[src/rtl/atm_account_arbiter.sv]
// Round-robin arbiter that shares one account balance register between the front panel (0)
// and the remote host (1), serialising bounds-checked read/deposit/withdraw transactions.
module atm_account_arbiter #(
  parameter int unsigned          BAL_W    = 16,
  parameter int unsigned          AMT_W    = 4,
  parameter logic [BAL_W-1:0]     INIT_BAL = '0
) (
  input  logic             clk,
  input  logic             rst,
  input  logic [1:0]       req,
  input  logic [1:0]       op0,
  input  logic [AMT_W-1:0] amt0,
  input  logic [1:0]       op1,
  input  logic [AMT_W-1:0] amt1,
  output logic [1:0]       gnt,
  output logic [1:0]       ack,
  output logic [1:0]       status,
  output logic [BAL_W-1:0] bal_out,
  output logic             busy
);

  // state | meaning
  // IDLE  | waiting for a request; arbitration and grant happen on leaving
  // GRANT | winner holds gnt; its op/amt are captured on leaving
  // EXEC  | result computed; balance/status/ack update on leaving
  // RESP  | ack pulse for the winner; gnt/ack clear on leaving
  typedef enum logic [1:0] {
    IDLE  = 2'd0,
    GRANT = 2'd1,
    EXEC  = 2'd2,
    RESP  = 2'd3
  } state_t;

  localparam logic [1:0] OP_READ  = 2'b00;
  localparam logic [1:0] OP_DEP   = 2'b01;
  localparam logic [1:0] OP_WDR   = 2'b10;

  localparam logic [1:0] ST_OK    = 2'b00;
  localparam logic [1:0] ST_INSUF = 2'b01;
  localparam logic [1:0] ST_OVF   = 2'b10;
  localparam logic [1:0] ST_BADOP = 2'b11;

  state_t           state_q, state_d;
  logic [1:0]       gnt_q, gnt_d;
  logic [1:0]       ack_q, ack_d;
  logic [1:0]       status_q, status_d;
  logic [BAL_W-1:0] bal_q, bal_d;
  logic             busy_q, busy_d;
  logic             rr_last_q, rr_last_d;
  logic             win_q, win_d;
  logic [1:0]       op_q, op_d;
  logic [AMT_W-1:0] amt_q, amt_d;

  logic             winner;
  logic [BAL_W-1:0] amt_bal;
  logic [BAL_W:0]   sum;
  logic [BAL_W-1:0] diff;

  // Single requester wins outright; on contention the one not served last wins.
  always_comb begin
    winner = 1'b0;
    case (req)
      2'b01:   winner = 1'b0;
      2'b10:   winner = 1'b1;
      2'b11:   winner = ~rr_last_q;
      default: winner = 1'b0;
    endcase
  end

  // Overflow is detected in the carry bit, so no wrap can reach the balance.
  always_comb begin
    amt_bal = '0;
    amt_bal[AMT_W-1:0] = amt_q;
    sum  = {1'b0, bal_q} + {1'b0, amt_bal};
    diff = bal_q - amt_bal;
  end

  always_comb begin
    state_d   = state_q;
    gnt_d     = gnt_q;
    ack_d     = ack_q;
    status_d  = status_q;
    bal_d     = bal_q;
    rr_last_d = rr_last_q;
    win_d     = win_q;
    op_d      = op_q;
    amt_d     = amt_q;

    case (state_q)
      IDLE: begin
        if (req != 2'b00) begin
          win_d     = winner;
          rr_last_d = winner;
          gnt_d     = winner ? 2'b10 : 2'b01;
          state_d   = GRANT;
        end
      end
      GRANT: begin
        op_d    = win_q ? op1  : op0;
        amt_d   = win_q ? amt1 : amt0;
        state_d = EXEC;
      end
      EXEC: begin
        ack_d   = gnt_q;
        state_d = RESP;
        case (op_q)
          OP_READ: status_d = ST_OK;
          OP_DEP: begin
            if (sum[BAL_W]) begin
              status_d = ST_OVF;
            end else begin
              status_d = ST_OK;
              bal_d    = sum[BAL_W-1:0];
            end
          end
          OP_WDR: begin
            if (amt_bal > bal_q) begin
              status_d = ST_INSUF;
            end else begin
              status_d = ST_OK;
              bal_d    = diff;
            end
          end
          default: status_d = ST_BADOP;
        endcase
      end
      RESP: begin
        ack_d   = 2'b00;
        gnt_d   = 2'b00;
        state_d = IDLE;
      end
      default: begin
        gnt_d   = 2'b00;
        ack_d   = 2'b00;
        state_d = IDLE;
      end
    endcase

    busy_d = (state_d != IDLE);
  end

  always_ff @(posedge clk or posedge rst) begin
    if (rst) begin
      state_q   <= IDLE;
      gnt_q     <= 2'b00;
      ack_q     <= 2'b00;
      status_q  <= ST_OK;
      bal_q     <= INIT_BAL;
      busy_q    <= 1'b0;
      rr_last_q <= 1'b1;
      win_q     <= 1'b0;
      op_q      <= OP_READ;
      amt_q     <= '0;
    end else begin
      state_q   <= state_d;
      gnt_q     <= gnt_d;
      ack_q     <= ack_d;
      status_q  <= status_d;
      bal_q     <= bal_d;
      busy_q    <= busy_d;
      rr_last_q <= rr_last_d;
      win_q     <= win_d;
      op_q      <= op_d;
      amt_q     <= amt_d;
    end
  end

  assign gnt     = gnt_q;
  assign ack     = ack_q;
  assign status  = status_q;
  assign bal_out = bal_q;
  assign busy    = busy_q;

endmodule

[config.mk]
export PLATFORM = sky130hd
export DESIGN_NAME = atm_account_arbiter
export DESIGN_NICKNAME = d
export VERILOG_FILES = /design/src/rtl/atm_account_arbiter.sv
export SDC_FILE = /design/constraint.sdc
export NUM_CORES = 1
export LEC_CHECK = 0
export ABC_AREA = 1
export CELL_PAD_IN_SITES_DETAIL_PLACEMENT = 1
export CELL_PAD_IN_SITES_GLOBAL_PLACEMENT = 1
export CORE_ASPECT_RATIO = 1.2
export CORE_UTILIZATION = 41
export CTS_CLUSTER_SIZE = 14
export DETAILED_ROUTE_END_ITERATION = 16
export PLACE_DENSITY_LB_ADDON = 0.1
export RECOVER_POWER = 50
export REMOVE_ABC_BUFFERS = 1
export SYNTH_ARGS = -nofsm -noshare
export SYNTH_HDL_FRONTEND = slang
export SYNTH_SLANG_ARGS = --single-unit
[constraint.sdc]
create_clock -name clk -period 4.3 [get_ports clk]
set_input_delay 0.86 -clock clk [delete_from_list [all_inputs] [get_ports clk]]
set_output_delay 0.86 -clock clk [all_outputs]
set_load 0.02 [all_outputs]
==> impl_results.md, run 1 <==
* Layout Skew at 5.21 ps
* Min Hold Slack at 465 ps
* Final Hold Violating Endpoints at 0
* Headroom to the max-slew limit at 0.458
* Peak Freq at 380 MHz
* Pin count of the biggest net entering global routing at 25
* Fillers at 735
* Max_cap viols at 0
* Standard-cell rows at 30
* Die height at 85.5 um
* Detailed Place HPWL at 5.05 mm
* Routability Congestion at 0.826
* WS Path Type: reg -> reg
* Clock sink total at 33
* Time the worst path needs with I/O delays and setup at 2630 ps
* Aggregate negative setup slack at 0 ps
* Synthesized instance count at 347
* Cts repair resizes at 0
* Layout overhead on the synthesized area at 22.2%
* GR Util All Layers at 0.244
* Number of hold-repair buffers added at the cts stage at 0
* Required time reported for the critical path endpoint at 4470 ps
* Vias in the first global route at 2430
* Static leakage at 1.44 nW
* Sw Pwr at 0.00120 W
* Cell area after synthesis at 2380 um2
* Sum of routed wire length over all layers at 6.71 mm
* Critical path data arrival time at 2800 ps
* P per Cell Area at 817 nW/um2
* Via total after detailed routing at 2369
* Maximum fanout along the worst path at 24
* Cell taking the most area after synthesis: sky130_fd_sc_hd__dfrtp_1
* Clock latency on the worst-skew pair at 290 ps
* Setup crit end kind: flip-flop
* Antenna Violating Nets Remaining at 0
* Distinct cell type count of the synthesized netlist at 27
* Reg area at 827 um2
* Run status: complete, no violations
* H-tree levels at 2
* Post-route DRC violation count at 0
* Input/output buffers at 38
* Largest voltage drop on the vdd net at 0.332 mV
* Mean number of vias per cell at 5.26
* Clock root buffer: sky130_fd_sc_hd__clkbuf_8
* Dominant cells by area after synthesis: sky130_fd_sc_hd__dfrtp_1, sky130_fd_sc_hd__nand2_1, sky130_fd_sc_hd__ha_1
* Initial cell density of the core at 0.423
* Proportion of netlist area held by the largest area contributor at 0.336
* Count of state elements after synthesis at 33
* Initial drt markers at 99
* Worst-case clock buffer depth at 2
* Final Max Slew Viols at 0
* Critical path startpoint category: flip-flop
* Synth Area per Inst at 6.87 um2
* Count of endpoints failing setup in the final report at 0
* RSZ-0062 raised after global routing: false
* TritonCTS clock tree: built
* Sequential share of power at 0.266
* Cell internal pwr at 0.00118 W
* Multi-input logic area at 1350 um2
* Share of the clock period used by the worst path at 0.611
* Post-CTS setup buffer count at 0
* Most common library cell in the layout ignoring fill and taps: sky130_fd_sc_hd__nand2_1
* Count of TritonRoute iterations in the first routing pass at 4
* Area of the die at 6120 um2
* Final layout net count at 415
* Total CTS buffers at 5
* Clk pwr share at 0.130
* Sequential-to-total area share from yosys stat at 0.347
* Mean routed wirelength per cell at 14.9 um
* Wire length of the first global-routing pass at 11.5 mm
* Ports placed on the boundary at 39
* Die Span X at 71.6 um
* Clock transition at the registers of the reported paths at 70 ps
* Commonest cells after routing, fill and taps aside: sky130_fd_sc_hd__nand2_1, sky130_fd_sc_hd__inv_1, sky130_fd_sc_hd__nor2_1
* Share of layout cells above drive strength 1 at 0.0492
* Number of antenna violations at the first check in global routing at 0
* Core area at 5630 um2
* Logic pwr share at 0.605
* Number of diodes added for antenna fixing at 0
* Slew at the pin with the worst max-slew slack at 812 ps
* Type of the most critical hold path: reg -> reg
* Switching share of total power at 0.503
* Total number of yosys warnings at 0
* Congestion Overflow GR at 0
## cells by family (layout without fill, tap and decap cells)
family	after synthesis	count (layout)	synth area share
buffers and inverters	50	89	0.0866
flip-flops	33	33	0.347
AO/OA/AOI/OAI	46	46	0.111
AND/OR/NAND/NOR	195	195	0.342
XOR/XNOR	9	9	0.0331
adder cells (fa/ha/maj)	14	14	0.0798
## cell usage after synthesis, drive strengths merged
library cell / instances
nand3b: 2
nor2: 34
buf: 5
fa: 2
dfrtp: 32
ha: 12
o21ai: 28
clkbuf: 3
dfstp: 1
inv: 42
xor2: 8
xnor2: 1
nand4: 8
or2: 4
a31oi: 3
nand2: 120
nand3: 26
a21oi: 8
o22ai: 7
nor3: 1
## area by class of cell
class                      instances  area share
clock buffer                       7      0.0296
sequential                        33       0.284
clock inverter                     1      0.0103
inverter                          42      0.0541
multi-input combinational        264       0.463
timing repair buffer              39       0.132
tap                               64      0.0275
## path summary, 6_finish.rpt
check,cells after the start,from,slack (ps),endpoint
max in group asynchronous,3,rst,1950,win_q$_DFFE_PP0P_
min in group asynchronous,2,rst,1160,bal_out[15]$_DFFE_PP0P_
min reg2reg,2,rr_last_q$_DFFE_PP1P_,460,rr_last_q$_DFFE_PP1P_
min,2,rr_last_q$_DFFE_PP1P_,460,rr_last_q$_DFFE_PP1P_
max,13,bal_out[0]$_DFFE_PP0P_,1670,bal_out[0]$_DFFE_PP0P_
max reg2reg,13,bal_out[0]$_DFFE_PP0P_,1670,bal_out[0]$_DFFE_PP0P_
## registers in the layout (all words and copies together) (netlist names)
| name | count |
|---|---|
| gnt | 2 |
| status | 2 |
| busy | 1 |
| amt_q | 4 |
| op_q | 2 |
| ack | 2 |
| bal_out | 16 |
| state_q | 2 |
| win_q | 1 |
| rr_last_q | 1 |
## critical path, stage by stage, from the launching register on
cell	delay [ps]
sky130_fd_sc_hd__dfrtp_1	400
sky130_fd_sc_hd__inv_1	60
sky130_fd_sc_hd__ha_1	220
sky130_fd_sc_hd__fa_1	380
sky130_fd_sc_hd__inv_1	100
sky130_fd_sc_hd__nand2_1	60
sky130_fd_sc_hd__nand2_1	60
sky130_fd_sc_hd__nand2_1	90
sky130_fd_sc_hd__nand3_1	100
sky130_fd_sc_hd__nand2_1	80
sky130_fd_sc_hd__a21oi_4	550
sky130_fd_sc_hd__inv_2	230
sky130_fd_sc_hd__nand2_1	110
sky130_fd_sc_hd__o21ai_1	70
## through the flow
step                total power, W  utilization  cells  worst slack, ps  area (um2)
floorplan                  0.00159            -    339             2020        2330
global placement           0.00204        0.498    442             1760        2800
detailed placement         0.00208        0.498    442             1670        2800
CTS                        0.00241        0.518    450             1630        2920
global route               0.00261        0.517    450             1470        2910
finish                     0.00238        0.517    450             1670        2910
## routing by layer
layer	routed length (um)	vias to the layer above	GRT usage
met5	0	-	0
met4	89	0	0.0660
met3	159	10	0.0447
met2	3420	39	0.427
met1	3040	1138	0.306
li1	-	1182	-
## power by group through the flow
stage / logic, W / clock network (W) / registers (W)
global route: 0.00162 / 0.000328 / 0.000663
floorplan: 0.000890 / 0 / 0.000695
detailed placement: 0.00144 / 0 / 0.000642
CTS: 0.00145 / 0.000316 / 0.000638
finish: 0.00144 / 0.000309 / 0.000632
global placement: 0.00141 / 0 / 0.000629
(Power assumes the default switching activity.)
==> run 2: changes to the inputs <==
--- a/config.mk
+++ b/config.mk
@@ -9,7 +9,7 @@
 export CELL_PAD_IN_SITES_DETAIL_PLACEMENT = 1
 export CELL_PAD_IN_SITES_GLOBAL_PLACEMENT = 1
 export CORE_ASPECT_RATIO = 1.2
-export CORE_UTILIZATION = 41
+export CORE_UTILIZATION = 38
 export CTS_CLUSTER_SIZE = 14
 export DETAILED_ROUTE_END_ITERATION = 16
 export PLACE_DENSITY_LB_ADDON = 0.1
==> constraint.sdc (replaced) <==
create_clock -name clk -period 2.5 [get_ports clk]
set_input_delay 0.5 -clock clk [delete_from_list [all_inputs] [get_ports clk]]
set_output_delay 0.5 -clock clk [all_outputs]
set_load 0.02 [all_outputs]
==> run 2 against run 1 <==
Count of clock-buffer cells in the layout shrank 2. Register-to-register slack got worse by 1400 ps. Global-route usage shrank 1.7 points. Non-clock buffer count rose by 5. Hold slack gained 7.3 ps. Clock skew grew 1.5 ps. Fmax up 15%. Setup slack worse by 1400 ps. Via count down 1.0%. Critical endpoint unchanged.
==> impl_results.md, run 2 (synthesis results as in run 1) <==
* GR Util All Layers at 0.226 (was 0.244)
* Most Frequent Cell on Critical Path: sky130_fd_sc_hd__nand2_1 (unchanged)
* Aggregate negative setup slack at 0 ps (unchanged)
* Detailed Place HPWL at 5.14 mm (was 5.05 mm)
* Setup crit end kind: flip-flop (unchanged)
* Critical path data arrival time at 2460 ps (was 2800 ps)
* Final Hold Violating Endpoints at 0 (unchanged)
* Routability Congestion at 0.800 (was 0.826)
* Worst-case clock buffer depth at 2 (unchanged)
* Required time reported for the critical path endpoint at 2680 ps (was 4470 ps)
* Final Max Slew Viols at 0 (unchanged)
* Crit path max-delay family: adder cells (was compound AO/OA/AOI/OAI gates)
* Combined buffer and inverter count along the critical path at 4 (was 3)
* Count of endpoints failing setup in the final report at 0 (unchanged)
* Ports placed on the boundary at 39 (unchanged)
* Run status: complete, no violations (unchanged)
* Logic pwr share at 0.613 (was 0.605)
* Finished Layout Cells at 473 (was 450)
* Endpoint of the most critical register-to-register path: bal_out[0]$_DFFE_PP0P_ (unchanged)
* Sum of routed wire length over all layers at 6.70 mm (was 6.71 mm)
* Post-CTS setup buffer count at 0 (unchanged)
* Commonest cells after routing, fill and taps aside: sky130_fd_sc_hd__nand2_1, sky130_fd_sc_hd__inv_1, sky130_fd_sc_hd__clkdlybuf4s50_1 (was sky130_fd_sc_hd__nand2_1, sky130_fd_sc_hd__inv_1, sky130_fd_sc_hd__nor2_1)
* Share of the clock period used by the worst path at 0.911 (was 0.611)
* Sw Pwr at 0.00211 W (was 0.00120 W)
* Vias in the first global route at 2415 (was 2430)
* Count of TritonRoute iterations in the first routing pass at 4 (unchanged)
* Max reg flops at 16 (unchanged)
* Layout overhead on the synthesized area at 24.8% (was 22.2%)
* Mean routed wirelength per cell at 14.2 um (was 14.9 um)
* H-tree levels at 2 (unchanged)
* WS Path Type: reg -> reg (unchanged)
* Post-route DRC violation count at 0 (unchanged)
* Final layout net count at 420 (was 415)
* Total placed instance area at 2860 um2 (was 2800 um2)
* Clk pwr share at 0.128 (was 0.130)
* Total CTS buffers at 5 (unchanged)
* Initial drt markers at 100 (was 99)
* Headroom to the max-slew limit at 0.417 (was 0.458)
* Area of the die at 6590 um2 (was 6120 um2)
* Fillers at 838 (was 735)
* Final Instance Area at 2980 um2 (was 2910 um2)
* Worst r2r path cells at 14 (was 13)
* Clock latency on the worst-skew pair at 300 ps (was 290 ps)
* Reg2Reg Setup Slack at 220 ps (was 1670 ps)
* Max_cap viols at 0 (unchanged)
* Slew at the pin with the worst max-slew slack at 875 ps (was 812 ps)
* Dpl cells at 465 (was 442)
* Maximum fanout along the worst path at 9 (was 24)
* P per Cell Area at 1400 nW/um2 (was 817 nW/um2)
* Input/output buffers at 38 (unchanged)
* Static leakage at 1.46 nW (was 1.44 nW)
* Clock transition at the registers of the reported paths at 80 ps (was 70 ps)
* Pin count of the biggest net entering global routing at 34 (was 25)
* Die height at 88.8 um (was 85.5 um)
* Via total after detailed routing at 2345 (was 2369)
* CP endpoint: bal_out[0]$_DFFE_PP0P_ (unchanged)
* Sequential share of power at 0.259 (was 0.266)
* Time the worst path needs with I/O delays and setup at 2280 ps (was 2630 ps)
* Startpoint of the worst-slack reg-to-reg timing path: bal_out[0]$_DFFE_PP0P_ (unchanged)
* Number of hold-repair buffers added at the cts stage at 0 (unchanged)
* Cell internal pwr at 0.00206 W (was 0.00118 W)
* Timing startpoint of the critical path: bal_out[0]$_DFFE_PP0P_ (unchanged)
* Most common library cell in the layout ignoring fill and taps: sky130_fd_sc_hd__nand2_1 (unchanged)
* Number of stages on the worst setup path at 14 (was 13)
* Type of the most critical hold path: reg -> reg (unchanged)
* Antenna Violating Nets Remaining at 0 (unchanged)
* Clock sink total at 33 (unchanged)
* Number of antenna violations at the first check in global routing at 0 (unchanged)
* Share of layout cells above drive strength 1 at 0.0691 (was 0.0492)
* Cell-by-cell trace of the critical path: inv_1 > ha_1 > fa_1 > inv_1 > nand2_1 > nand2_1 > nand2_1 > nand3_1 > nand2_1 > a21oi_4 > buf_4 > inv_2 > nand2_1 > o21ai_1 (was inv_1 > ha_1 > fa_1 > inv_1 > nand2_1 > nand2_1 > nand2_1 > nand3_1 > nand2_1 > a21oi_4 > inv_2 > nand2_1 > o21ai_1)
* Die Span X at 74.3 um (was 71.6 um)
* Wire length of the first global-routing pass at 11.3 mm (was 11.5 mm)
* Standard-cell rows at 31 (was 30)
* Critical path startpoint category: flip-flop (unchanged)
* Clock root buffer: sky130_fd_sc_hd__clkbuf_8 (unchanged)
* Mean number of vias per cell at 4.96 (was 5.26)
* Max stage delay on crit path at 400 ps (was 550 ps)
* Total power at 0.00417 W (was 0.00238 W)
* Switching share of total power at 0.506 (was 0.503)
* TritonCTS clock tree: built (unchanged)
* Critical-path top delay cell: sky130_fd_sc_hd__dfrtp_1 (was sky130_fd_sc_hd__a21oi_4)
* Layout Skew at 6.68 ps (was 5.21 ps)
* Core area at 6050 um2 (was 5630 um2)
* Number of diodes added for antenna fixing at 0 (unchanged)
* Initial cell density of the core at 0.394 (was 0.423)
* Peak Freq at 439 MHz (was 380 MHz)
* Congestion Overflow GR at 0 (unchanged)
* RSZ-0062 raised after global routing: false (unchanged)
* Largest voltage drop on the vdd net at 0.557 mV (was 0.332 mV)
* Cts repair resizes at 0 (unchanged)
[run 2: cell count changes in the layout (fill, tap and decap cells not counted), sizes merged]
| cell | before | now |
|---|---|---|
| clkdlybuf4s50 | 30 | 36 |
| dlygate4sd3 | 8 | 2 |
| buf | 0 | 5 |
| clkbuf | 8 | 6 |
| clkinv | 0 | 1 |
| clkinvlp | 0 | 1 |
[run 2: through the flow]
step	util	worst slack, ps	hold slack (ps)
CTS	0.492	231	479
floorplan	-	220	444
global placement	0.473	343	453
detailed placement	0.473	259	467
global route	0.492	58.7	526
finish	0.492	223	472
[run 2: worst min-delay path by stage]
stage | startpoint | endpoint | depth (start not counted)
2_1_floorplan | rr_last_q$_DFFE_PP1P_ | rr_last_q$_DFFE_PP1P_ | 2
3_3_place_gp | rr_last_q$_DFFE_PP1P_ | rr_last_q$_DFFE_PP1P_ | 2
3_5_place_dp | rr_last_q$_DFFE_PP1P_ | rr_last_q$_DFFE_PP1P_ | 2
4_1_cts | rr_last_q$_DFFE_PP1P_ | rr_last_q$_DFFE_PP1P_ | 2
5_1_grt | rr_last_q$_DFFE_PP1P_ | rr_last_q$_DFFE_PP1P_ | 2
6_report | rr_last_q$_DFFE_PP1P_ | rr_last_q$_DFFE_PP1P_ | 2
[run 2: layer usage]
layer	wire, um	vias up	track usage
met4	97	0	0.0669
met3	228	8	0.0353
met5	0	-	0
li1	-	1190	-
met1	2930	1104	0.280
met2	3440	43	0.402
[run 2: worst register-to-register path: cells and delay by family (launching register included)]
kind,cells,cell delay (ps)
DFF,1,400
buffers and inverters,4,430
adders and majority gates,2,600
and+or+nand+nor,6,500
AOI/OAI and AO/OA,2,240
[run 2: final cells by class]
class	instances	area, um2	share of cell area
Clock buffer	5	68.8	0.0231
Clock inverter	3	46.3	0.0156
Inverter	42	158	0.0530
Multi-Input combinational cell	264	1350	0.454
Sequential cell	33	827	0.278
Tap cell	82	103	0.0345
Timing Repair Buffer	44	423	0.142
[run 2: power by group through the flow]
stage	Combinational, W	Clock [W]	Sequential, W
global route	0.00289	0.000564	0.00113
detailed placement	0.00255	0	0.00109
floorplan	0.00153	0	0.00120
CTS	0.00258	0.000543	0.00108
finish	0.00256	0.000534	0.00108
global placement	0.00249	0	0.00108
